--- src/rtl/arbitro_pkg.sv ---
// Shared types and defaults for the N-channel priority arbiter.
// Pure declarations: no latency, no flow control.
package arbitro_pkg;

  localparam int DEF_N_CH     = 4;
  localparam int DEF_PERF_W   = 2;
  localparam int DEF_MAX_HOLD = 16;
  localparam int MAX_CH       = 32;

  typedef enum logic [1:0] {
    IDLE,
    GRANT,
    GAP
  } state_t;

  // Callers truncate the result to their own channel count.
  function automatic logic [MAX_CH-1:0] onehot(input int idx);
    return MAX_CH'(1) << idx;
  endfunction

endpackage

--- src/rtl/seletor_prioridade.sv ---
// Combinational winner selection: highest profile among requesters, ties by rotating scan from rr_ptr.
// Zero latency; no backpressure, outputs follow inputs.
module seletor_prioridade #(
  parameter int N_CH   = 4,
  parameter int PERF_W = 2,
  parameter int ID_W   = 2
) (
  input  logic [N_CH-1:0]        req,
  input  logic [N_CH*PERF_W-1:0] perf,
  input  logic [ID_W-1:0]        rr_ptr,
  output logic [ID_W-1:0]        winner,
  output logic                   any_req,
  output logic                   tie
);

  logic [PERF_W-1:0] max_p;
  logic [N_CH-1:0]   cand;
  logic              seen;
  logic              found;
  int                idx;

  assign any_req = |req;

  always_comb begin
    max_p  = '0;
    cand   = '0;
    seen   = 1'b0;
    found  = 1'b0;
    idx    = 0;
    winner = '0;
    tie    = 1'b0;

    // Non-requesting channels never contribute to the maximum.
    for (int i = 0; i < N_CH; i++) begin
      if (req[i] && (perf[i*PERF_W +: PERF_W] > max_p)) begin
        max_p = perf[i*PERF_W +: PERF_W];
      end
    end

    for (int i = 0; i < N_CH; i++) begin
      cand[i] = req[i] && (perf[i*PERF_W +: PERF_W] == max_p);
      if (cand[i]) begin
        if (seen) tie = 1'b1;
        seen = 1'b1;
      end
    end

    for (int k = 0; k < N_CH; k++) begin
      idx = int'(rr_ptr) + k;
      if (idx >= N_CH) idx = idx - N_CH;
      if (!found && cand[idx]) begin
        winner = ID_W'(idx);
        found  = 1'b1;
      end
    end
  end

endmodule

--- src/rtl/arbitro_prioridade.sv ---
// N-channel priority arbiter with round-robin tie break, registered one-hot grant and hold timeout.
// Request-to-grant 1 cycle; grant held until release/drop/timeout, then a 1-cycle gap.
module arbitro_prioridade
  import arbitro_pkg::*;
#(
  parameter  int N_CH     = DEF_N_CH,
  parameter  int PERF_W   = DEF_PERF_W,
  parameter  int MAX_HOLD = DEF_MAX_HOLD,
  localparam int ID_W     = (N_CH > 1) ? $clog2(N_CH) : 1
) (
  input  logic                   clk,
  input  logic                   reset,
  input  logic [N_CH-1:0]        req,
  input  logic [N_CH*PERF_W-1:0] perf,
  // "release" is a reserved word in SystemVerilog, hence the longer name.
  input  logic                   release_req,
  output logic [N_CH-1:0]        grant,
  output logic [ID_W-1:0]        grant_id,
  output logic                   busy,
  output logic                   tie,
  output logic                   timeout
);

  localparam int HOLD_W = (MAX_HOLD > 1) ? $clog2(MAX_HOLD) : 1;

  state_t            state, state_d;
  logic [ID_W-1:0]   rr_ptr, rr_ptr_d;
  logic [HOLD_W-1:0] hold_cnt, hold_cnt_d;
  logic [N_CH-1:0]   grant_d;
  logic [ID_W-1:0]   grant_id_d;
  logic              busy_d, tie_d, timeout_d;

  logic [ID_W-1:0]   sel_winner;
  logic              sel_any, sel_tie;
  logic              ex_rel, ex_drop, ex_hold;

  seletor_prioridade #(
    .N_CH   (N_CH),
    .PERF_W (PERF_W),
    .ID_W   (ID_W)
  ) u_sel (
    .req     (req),
    .perf    (perf),
    .rr_ptr  (rr_ptr),
    .winner  (sel_winner),
    .any_req (sel_any),
    .tie     (sel_tie)
  );

  assign ex_rel  = release_req;
  assign ex_drop = !req[grant_id];
  assign ex_hold = (MAX_HOLD != 0) && (hold_cnt == HOLD_W'(MAX_HOLD - 1));

  always_comb begin
    state_d    = state;
    rr_ptr_d   = rr_ptr;
    hold_cnt_d = hold_cnt;
    grant_d    = grant;
    grant_id_d = grant_id;
    busy_d     = busy;
    tie_d      = tie;
    timeout_d  = 1'b0;

    unique case (state)
      IDLE: begin
        if (sel_any) begin
          state_d    = GRANT;
          grant_d    = N_CH'(onehot(int'(sel_winner)));
          grant_id_d = sel_winner;
          busy_d     = 1'b1;
          tie_d      = sel_tie;
          hold_cnt_d = '0;
        end
      end
      GRANT: begin
        hold_cnt_d = hold_cnt + HOLD_W'(1);
        if (ex_rel || ex_drop || ex_hold) begin
          state_d   = GAP;
          grant_d   = '0;
          busy_d    = 1'b0;
          tie_d     = 1'b0;
          // Timeout is reported only when nothing else would have ended the grant.
          timeout_d = ex_hold && !ex_rel && !ex_drop;
          rr_ptr_d  = (grant_id == ID_W'(N_CH - 1)) ? '0 : grant_id + ID_W'(1);
        end
      end
      GAP: begin
        state_d = IDLE;
      end
      default: begin
        state_d = IDLE;
      end
    endcase
  end

  always_ff @(posedge clk or posedge reset) begin
    if (reset) begin
      state    <= IDLE;
      rr_ptr   <= '0;
      hold_cnt <= '0;
      grant    <= '0;
      grant_id <= '0;
      busy     <= 1'b0;
      tie      <= 1'b0;
      timeout  <= 1'b0;
    end else begin
      state    <= state_d;
      rr_ptr   <= rr_ptr_d;
      hold_cnt <= hold_cnt_d;
      grant    <= grant_d;
      grant_id <= grant_id_d;
      busy     <= busy_d;
      tie      <= tie_d;
      timeout  <= timeout_d;
    end
  end

endmodule

--- config.mk ---
export PLATFORM = sky130hd
export DESIGN_NAME = arbitro_prioridade
export DESIGN_NICKNAME = d
export VERILOG_FILES = /design/src/rtl/arbitro_pkg.sv /design/src/rtl/seletor_prioridade.sv /design/src/rtl/arbitro_prioridade.sv
export SDC_FILE = /design/constraint.sdc
export NUM_CORES = 1
export LEC_CHECK = 0
export BUFFER_PORTS_ARGS = -buffer_cell sky130_fd_sc_hd__buf_2
export CORE_AREA = 2 2 64 60
export CTS_BUF_LIST = sky130_fd_sc_hd__clkbuf_4 sky130_fd_sc_hd__clkbuf_8 sky130_fd_sc_hd__clkbuf_16
export CTS_CLUSTER_SIZE = 10
export DETAILED_ROUTE_END_ITERATION = 6
export DIE_AREA = 0 0 66 62
export HOLD_SLACK_MARGIN = 0.02
export PLACE_DENSITY = 0.64
export SLEW_MARGIN = 20
export SYNTH_ARGS = -nofsm -noshare
export SYNTH_HDL_FRONTEND = slang
export SYNTH_SLANG_ARGS = --single-unit
--- constraint.sdc ---
create_clock -name clk -period 3.32 [get_ports clk]
set_clock_uncertainty 0.15 [all_clocks]
set_input_delay 0.664 -clock clk [delete_from_list [all_inputs] [get_ports clk]]
set_output_delay 0.664 -clock clk [all_outputs]
set_load 0.01 [all_outputs]
==> impl_metrics.ini, run 1 <==
[run_status]
status = complete, but fails checks
violations = setup timing

[timing]
fin_crit_ns = 4.83
fin_crit_sh_pct = 145
setup_slack_ns = -1.51
fmax_ghz = 0.207
setup-tns-final_ns = -10.18
setup_viol_count_final = 7
slew-limit-headroom_pct = 38.9
maxSlewViolCount = 0
hold_viol = 0
grt_setup_unrepaired = yes
worst_pin_slew_ns = 0.909

[synthesis]
synthArstFlopShare_pct = 100
syn_area_per_cell_sq_um = 8.68
ys_types = 59
synth_edf_count = 0
synth_ff_type = dfrtp_1
synth_area_sq_um = 1470
yosys_warnings = 0
postSynthCellCount = 169
syn_nets = 192
ys_ff_latch = 17
ys_seq_area_share_pct = 29.0

[job]
drv_cap = 0

[floorplan]
core_area_sq_um = 3520
start_util_pct = 41.7
row_count = 21
die_area_sq_um = 4090
die_h_um = 62
die_w_um = 66
num_io_pins = 24

[global_route]
grt_overflow = 0
grt_pass1_vias = 1483
grt_pass1_wl_mm = 6.93
grtUsageTotal_pct = 22.2
antenna_found_initial = 0
grt_max_degree = 18

[final_layout]
final_cell_mix = buf_4, buf_2, dfrtp_1
drive_gt1_share_pct = 50.6
areaGrowthSynthToFinish_pct = 58.1
nFillCells = 276
diodes = 0
layout_commonest_cell = buf_4
fin_area_sq_um = 2320
multi_input_area_sq_um = 1260
num-nets-final = 261
seq_area_sq_um = 425

[setup_path]
start_kind = primary input
worstPathRequired_ns = 3.30
crit_arrival_ns = 4.81
cp-end-kind = flop
worstSetupPathType = in2reg
critical_path.max_fanout = 7

[placement]
pre_cts_ws_ns = -2.02
io_buffers = 23
dpl_cell_area_sq_um = 2030
place.gp.congestion = 0.844
dp_hpwl_mm = 3.42

[detailed_routing]
post-route-drc-count = 0
postRouteAntennaNets = 0
routed_wirelength_mm = 4.70
wl_per_cell_um = 16.6
routed_via_density = 5.58
vias = 1580
drt_iter0_markers = 59
first_pass_iters = 4

[clock_tree]
cts_root_buffer = clkbuf_8
hold_buffers = 0
clkLatencyLatePin_ns = 0.25
cts-htree-levels = 1
numCtsBuffers = 3
cts_max_path_buffers = 2
cts.reportedPaths.clkPinSlew_ns = 0.06
cts_sinks = 17
cts_tree = done

[power]
p_per_area_nw_per_um2 = 545
max-vdd-ir-drop_mv = 0.308
power.leakage_nw = 1.06

[hold_path]
worst_hold_path_type = in2async
[final cells by class]
class | instances | share of cell area, %
sequential | 17 | 18.3
multi-input combinational | 136 | 54.5
inverter | 12 | 1.94
tap | 46 | 2.48
timing repair buffer | 68 | 20.7
clock buffer | 4 | 2.10
[synth_stat cells, drive strengths merged (2+ instances only)]
cell type,n,area (sq um)
a21boi,2,15.0
o221ai,3,32.5
a41o,2,21.3
a21oi,8,40.0
o311ai,2,17.5
a21o,3,22.5
o21ai,17,88.8
nor2b,4,25.0
o31a,2,17.5
nand2b,3,18.8
clkbuf,3,25.0
a31oi,2,12.5
nand2,13,48.8
inv,12,45.0
a22o,2,17.5
nor3,4,20.0
o21a,2,15.0
or3,6,38.8
mux2,2,22.5
nand3,8,40.0
and2,4,27.5
nor2,12,45.0
dfrtp,17,425
ha,8,100
a211oi,4,57.6
[where the power goes]
| part | internal (W) | switching, W | total (W) |
|---|---|---|---|
| combinational | 0.000360 | 0.000382 | 0.000742 |
| sequential | 0.000285 | 0.0000774 | 0.000362 |
| clock | 0.0000932 | 0.0000677 | 0.000161 |
| total | 0.000738 | 0.000527 | 0.00126 |
[state kept, by name, summed over array words and instances, names as in the netlist]
name and cells:
grant_id 2, rr_ptr 2, busy 1, hold_cnt 4, grant 4, state 2
tie 1, timeout 1
[kinds of logic (layout without fill, tap and decap cells)]
logic type / Yosys count / after routing / synth area share [%]
AND/OR/NAND/NOR: 61 / 61 / 21.4
AO/OA/AOI/OAI: 60 / 60 / 31.5
flip-flops: 17 / 17 / 29.0
buffers and inverters: 16 / 84 / 5.46
adder cells (fa/ha/maj): 9 / 9 / 7.50
multiplexers: 4 / 4 / 4.01
XOR/XNOR: 2 / 2 / 1.19
[repair_timing]
item / 4_1_cts / 5_1_grt
pin swaps: 16 / 17
resized for setup: 16 / 20
gates cloned: 0 / 0
buffers inserted: 3 / 4
setup endpoints to repair: 7 / 7
[critical path: stages]
cell and delay (ns):
buf_6 0.09, and2_4 0.15, inv_2 0.07, ha_4 0.21, a21bo_4 0.24, a21o_4 0.20, a21o_1 0.22, ha_4 0.24
a21boi_4 0.17, o21a_4 0.18, a211oi_4 0.04, or2_4 0.24, ha_4 0.23, nor2b_4 0.14, o21a_4 0.22, or4_4 0.50
o311ai_4 0.11, o21ai_4 0.11, or3b_1 0.38, o2111a_2 0.19, a22o_1 0.19
[per-stage QoR]
step,utilization [%],cells,power [W],hold slack (ns)
after global routing,65.9,283,0.00136,0.361
after floorplan,-,169,0.000790,0.322
after CTS,61.2,279,0.00119,0.343
final,65.9,283,0.00126,0.341
after global placement,57.5,272,0.000966,0.319
after detailed placement,57.5,272,0.000993,0.329
[routing by layer]
layer	vias to the layer above	track usage [%]	share of wire [%]	routed length, um
met1	756	30.2	45	2130
met2	42	38.7	51	2400
met5	-	0	0	0
met3	2	3.24	3.3	154
met4	0	3.50	0.11	5
li1	780	-	-	-
[final timing paths]
kind                                  start           to  slack (ns)  cells past startpoint
min in group clk                   grant[0]     grant[0]        0.34                      2
max in group asynchronous             reset     grant[3]        2.26                      2
worst max register to register  grant_id[0]     grant[3]        1.04                      5
worst min-delay path                  reset  hold_cnt[0]        0.34                      2
worst max-delay path                perf[1]     grant[3]       -1.51                     21
worst min register to register     grant[0]     grant[0]        0.34                      2
(Power assumes the default switching activity.)
==> run 2: changes to the inputs <==
--- a/config.mk
+++ b/config.mk
@@ -6,14 +6,15 @@
 export NUM_CORES = 1
 export LEC_CHECK = 0
 export BUFFER_PORTS_ARGS = -buffer_cell sky130_fd_sc_hd__buf_2
-export CORE_AREA = 2 2 64 60
+export CORE_AREA = 10 10 71 67
 export CTS_BUF_LIST = sky130_fd_sc_hd__clkbuf_4 sky130_fd_sc_hd__clkbuf_8 sky130_fd_sc_hd__clkbuf_16
 export CTS_CLUSTER_SIZE = 10
 export DETAILED_ROUTE_END_ITERATION = 6
-export DIE_AREA = 0 0 66 62
+export DIE_AREA = 0 0 81 77
 export HOLD_SLACK_MARGIN = 0.02
-export PLACE_DENSITY = 0.64
+export PLACE_DENSITY = 0.65
 export SLEW_MARGIN = 20
 export SYNTH_ARGS = -nofsm -noshare
 export SYNTH_HDL_FRONTEND = slang
+export SYNTH_HIERARCHICAL = 1
 export SYNTH_SLANG_ARGS = --single-unit
==> impl_metrics.ini, run 2 <==
[final_layout]
nFillCells = 287
final_cell_mix = buf_4, buf_2, nand2_1
fin_area_sq_um = 2220
drive_gt1_share_pct = 49.8
multi_input_area_sq_um = 1180
num-nets-final = 257
layout_commonest_cell = buf_4
areaGrowthSynthToFinish_pct = 53.0
reg.largest.list = grant: 4 flops, hold_cnt: 4 flops
diodes = 0
seq_area_sq_um = 425

[setup_path]
crit_arrival_ns = 4.85
worstSetupPathType = in2reg
reg2reg_setup_slack_ns = 1.53
reg2reg_from = grant_id[0]
critPathMostFrequentCell = ha_4
slowest_stage = mux2_4
worstPathCellList = buf_8 > and2_4 > clkinv_4 > ha_4 > nor2b_4 > o211a_4 > o21a_4 > ha_4 > nor2b_4 > o211ai_4 > o211a_1 > o21ba_4 > ha_4 > a21boi_4 > o21ai_4 > buf_6 > o211ai_1 > mux2i_1 > o21a_1 > mux2_4 > a211oi_4 > nor2_1 > a22oi_1 > o21ai_1
slowest_delay_ns = 0.30
critical_path.max_fanout = 6
cp-end-kind = flop
worstPathRequired_ns = 3.30
start_kind = primary input
timing.rr.end = rr_ptr[1]
worst_r2r_path_depth = 4

[synthesis]
syn_nets = 189
netlist_top_cells_count = nand2_1, dfrtp_1, o21ai_0, nor2_1, inv_1
synth_ff_type = dfrtp_1
ys_top_cells_by_area = dfrtp_1, ha_1, nand2_1
synthArstFlopShare_pct = 100
syn_area_per_cell_sq_um = 8.73
ys_ff_latch = 17
post-synth-top-count-cell = nand2_1
ys_seq_area_share_pct = 29.4
ys_types = 58
synth_area_sq_um = 1450
yosys_warnings = 6
synth_edf_count = 0
yosysTopAreaCell = dfrtp_1
postSynthCellCount = 166
synth_top_area_share_pct = 29.4

[timing]
grt_setup_unrepaired = yes
slew-limit-headroom_pct = 57.0
fin_crit_ns = 4.87
fin_crit_sh_pct = 147
worst_pin_slew_ns = 0.644
hold_viol = 0
fmax_ghz = 0.205
maxSlewViolCount = 0
setup_viol_count_final = 7
setup_slack_ns = -1.55

[global_route]
antenna_found_initial = 0
grt_overflow = 0
grt_pass1_vias = 1545
grtUsageTotal_pct = 13.9
grt_max_degree = 18
grt_pass1_wl_mm = 7.13

[power]
power_w = 0.00127
switching_power_w = 0.000541
max-vdd-ir-drop_mv = 0.387
p_int_w = 0.000729
power_frac_clock_pct = 12.1
power_frac_seq_pct = 28.1
comb_power_share_pct = 59.8
switching_share_pct = 42.6
p_per_area_nw_per_um2 = 573
power.leakage_nw = 1.03

[placement]
dp_hpwl_mm = 3.36
dpl_cell_area_sq_um = 1970
place.gp.congestion = 0.841
io_buffers = 23

[clock_tree]
cts.reportedPaths.clkPinSlew_ns = 0.07
hold_buffers = 0
cts_sinks = 17
cts_root_buffer = clkbuf_8
clkLatencyLatePin_ns = 0.25
cts-htree-levels = 1
numCtsBuffers = 3
cts_max_path_buffers = 2
cts_tree = done

[floorplan]
die_area_sq_um = 6240
num_io_pins = 24
core_area_sq_um = 3300
start_util_pct = 43.9
die_w_um = 81
die_h_um = 77
row_count = 20

[detailed_routing]
routed_wirelength_mm = 4.44
vias = 1557
wl_per_cell_um = 16.0
post-route-drc-count = 0
postRouteAntennaNets = 0
first_pass_iters = 4
routed_via_density = 5.62
drt_iter0_markers = 134

[run_status]
status = complete, but fails checks
violations = setup timing

[job]
drv_cap = 0

[hold_path]
worst_hold_path_type = in2async
## run 2: cells by family (layout without fill, tap and decap cells)
| kind of cell | Yosys count | count (layout) | share of synthesized area, % |
|---|---|---|---|
| xor gates and xnor gates | 4 | 4 | 2.42 |
| adders and majority gates | 8 | 8 | 6.91 |
| AOI/OAI and AO/OA | 53 | 53 | 27.9 |
| muxes | 7 | 7 | 5.61 |
| and+or+nand+nor | 64 | 64 | 24.2 |
| buffers and inverters | 13 | 80 | 3.63 |
| DFF | 17 | 17 | 29.4 |
## run 2: power groups by stage
stage / combinational [W] / clock (W) / sequential, W
after global routing: 0.000823 / 0.000170 / 0.000368
after global placement: 0.000644 / 0 / 0.000353
after CTS: 0.000708 / 0.000158 / 0.000355
after floorplan: 0.000452 / 0 / 0.000360
after detailed placement: 0.000669 / 0 / 0.000358
final: 0.000760 / 0.000153 / 0.000356
## run 2: final cells by class
class | instances | share of cell area [%]
timing repair buffer | 66 | 21.0
inverter | 10 | 1.92
multi-input combinational | 136 | 53.3
sequential | 17 | 19.2
clock buffer | 3 | 1.86
tap | 44 | 2.48
clock inverter | 1 | 0.226
## run 2: timing repair
| item | CTS | global route |
|---|---|---|
| endpoints found under the setup margin | 7 | 7 |
| pin swaps | 21 | 9 |
| buffers inserted | 6 | 5 |
| resized for setup | 10 | 16 |
## run 2: worst max-delay path: cells and delay by family
kind            cells  cell delay (ns)
compound gates     12             2.30
fa+ha+maj           3             0.69
buf+inv             3             0.27
mux                 2             0.44
simple gates        4             0.49
## run 2: metrics by stage
stage | TNS, ns | utilization (%) | std cells | setup slack (ns) | hold WS [ns]
finish | -10.23 | 67.1 | 277 | -1.55 | 0.335
global route | -11.04 | 67.1 | 277 | -1.66 | 0.382
CTS | -9.49 | 63.9 | 272 | -1.42 | 0.356
detailed placement | -11.74 | 59.7 | 263 | -1.77 | 0.342
global placement | -10.77 | 59.7 | 263 | -1.65 | 0.327
floorplan | -9.34 | - | 166 | -1.44 | 0.307
## run 2: worst max-delay path by stage
stage / cells after the start / from / to
CTS: 24 / perf[1] / grant[1]
finish: 24 / req[0] / grant[2]
floorplan: 24 / req[0] / grant[2]
detailed placement: 23 / req[0] / grant[2]
global placement: 23 / req[0] / grant[1]
global route: 24 / req[0] / grant[2]
## run 2: per-layer routing
layer / global-route usage [%] / wire length, um
met5: 0 / 0
met4: 2.08 / 29
met2: 23.6 / 2230
met3: 3.73 / 290
met1: 17.1 / 1890
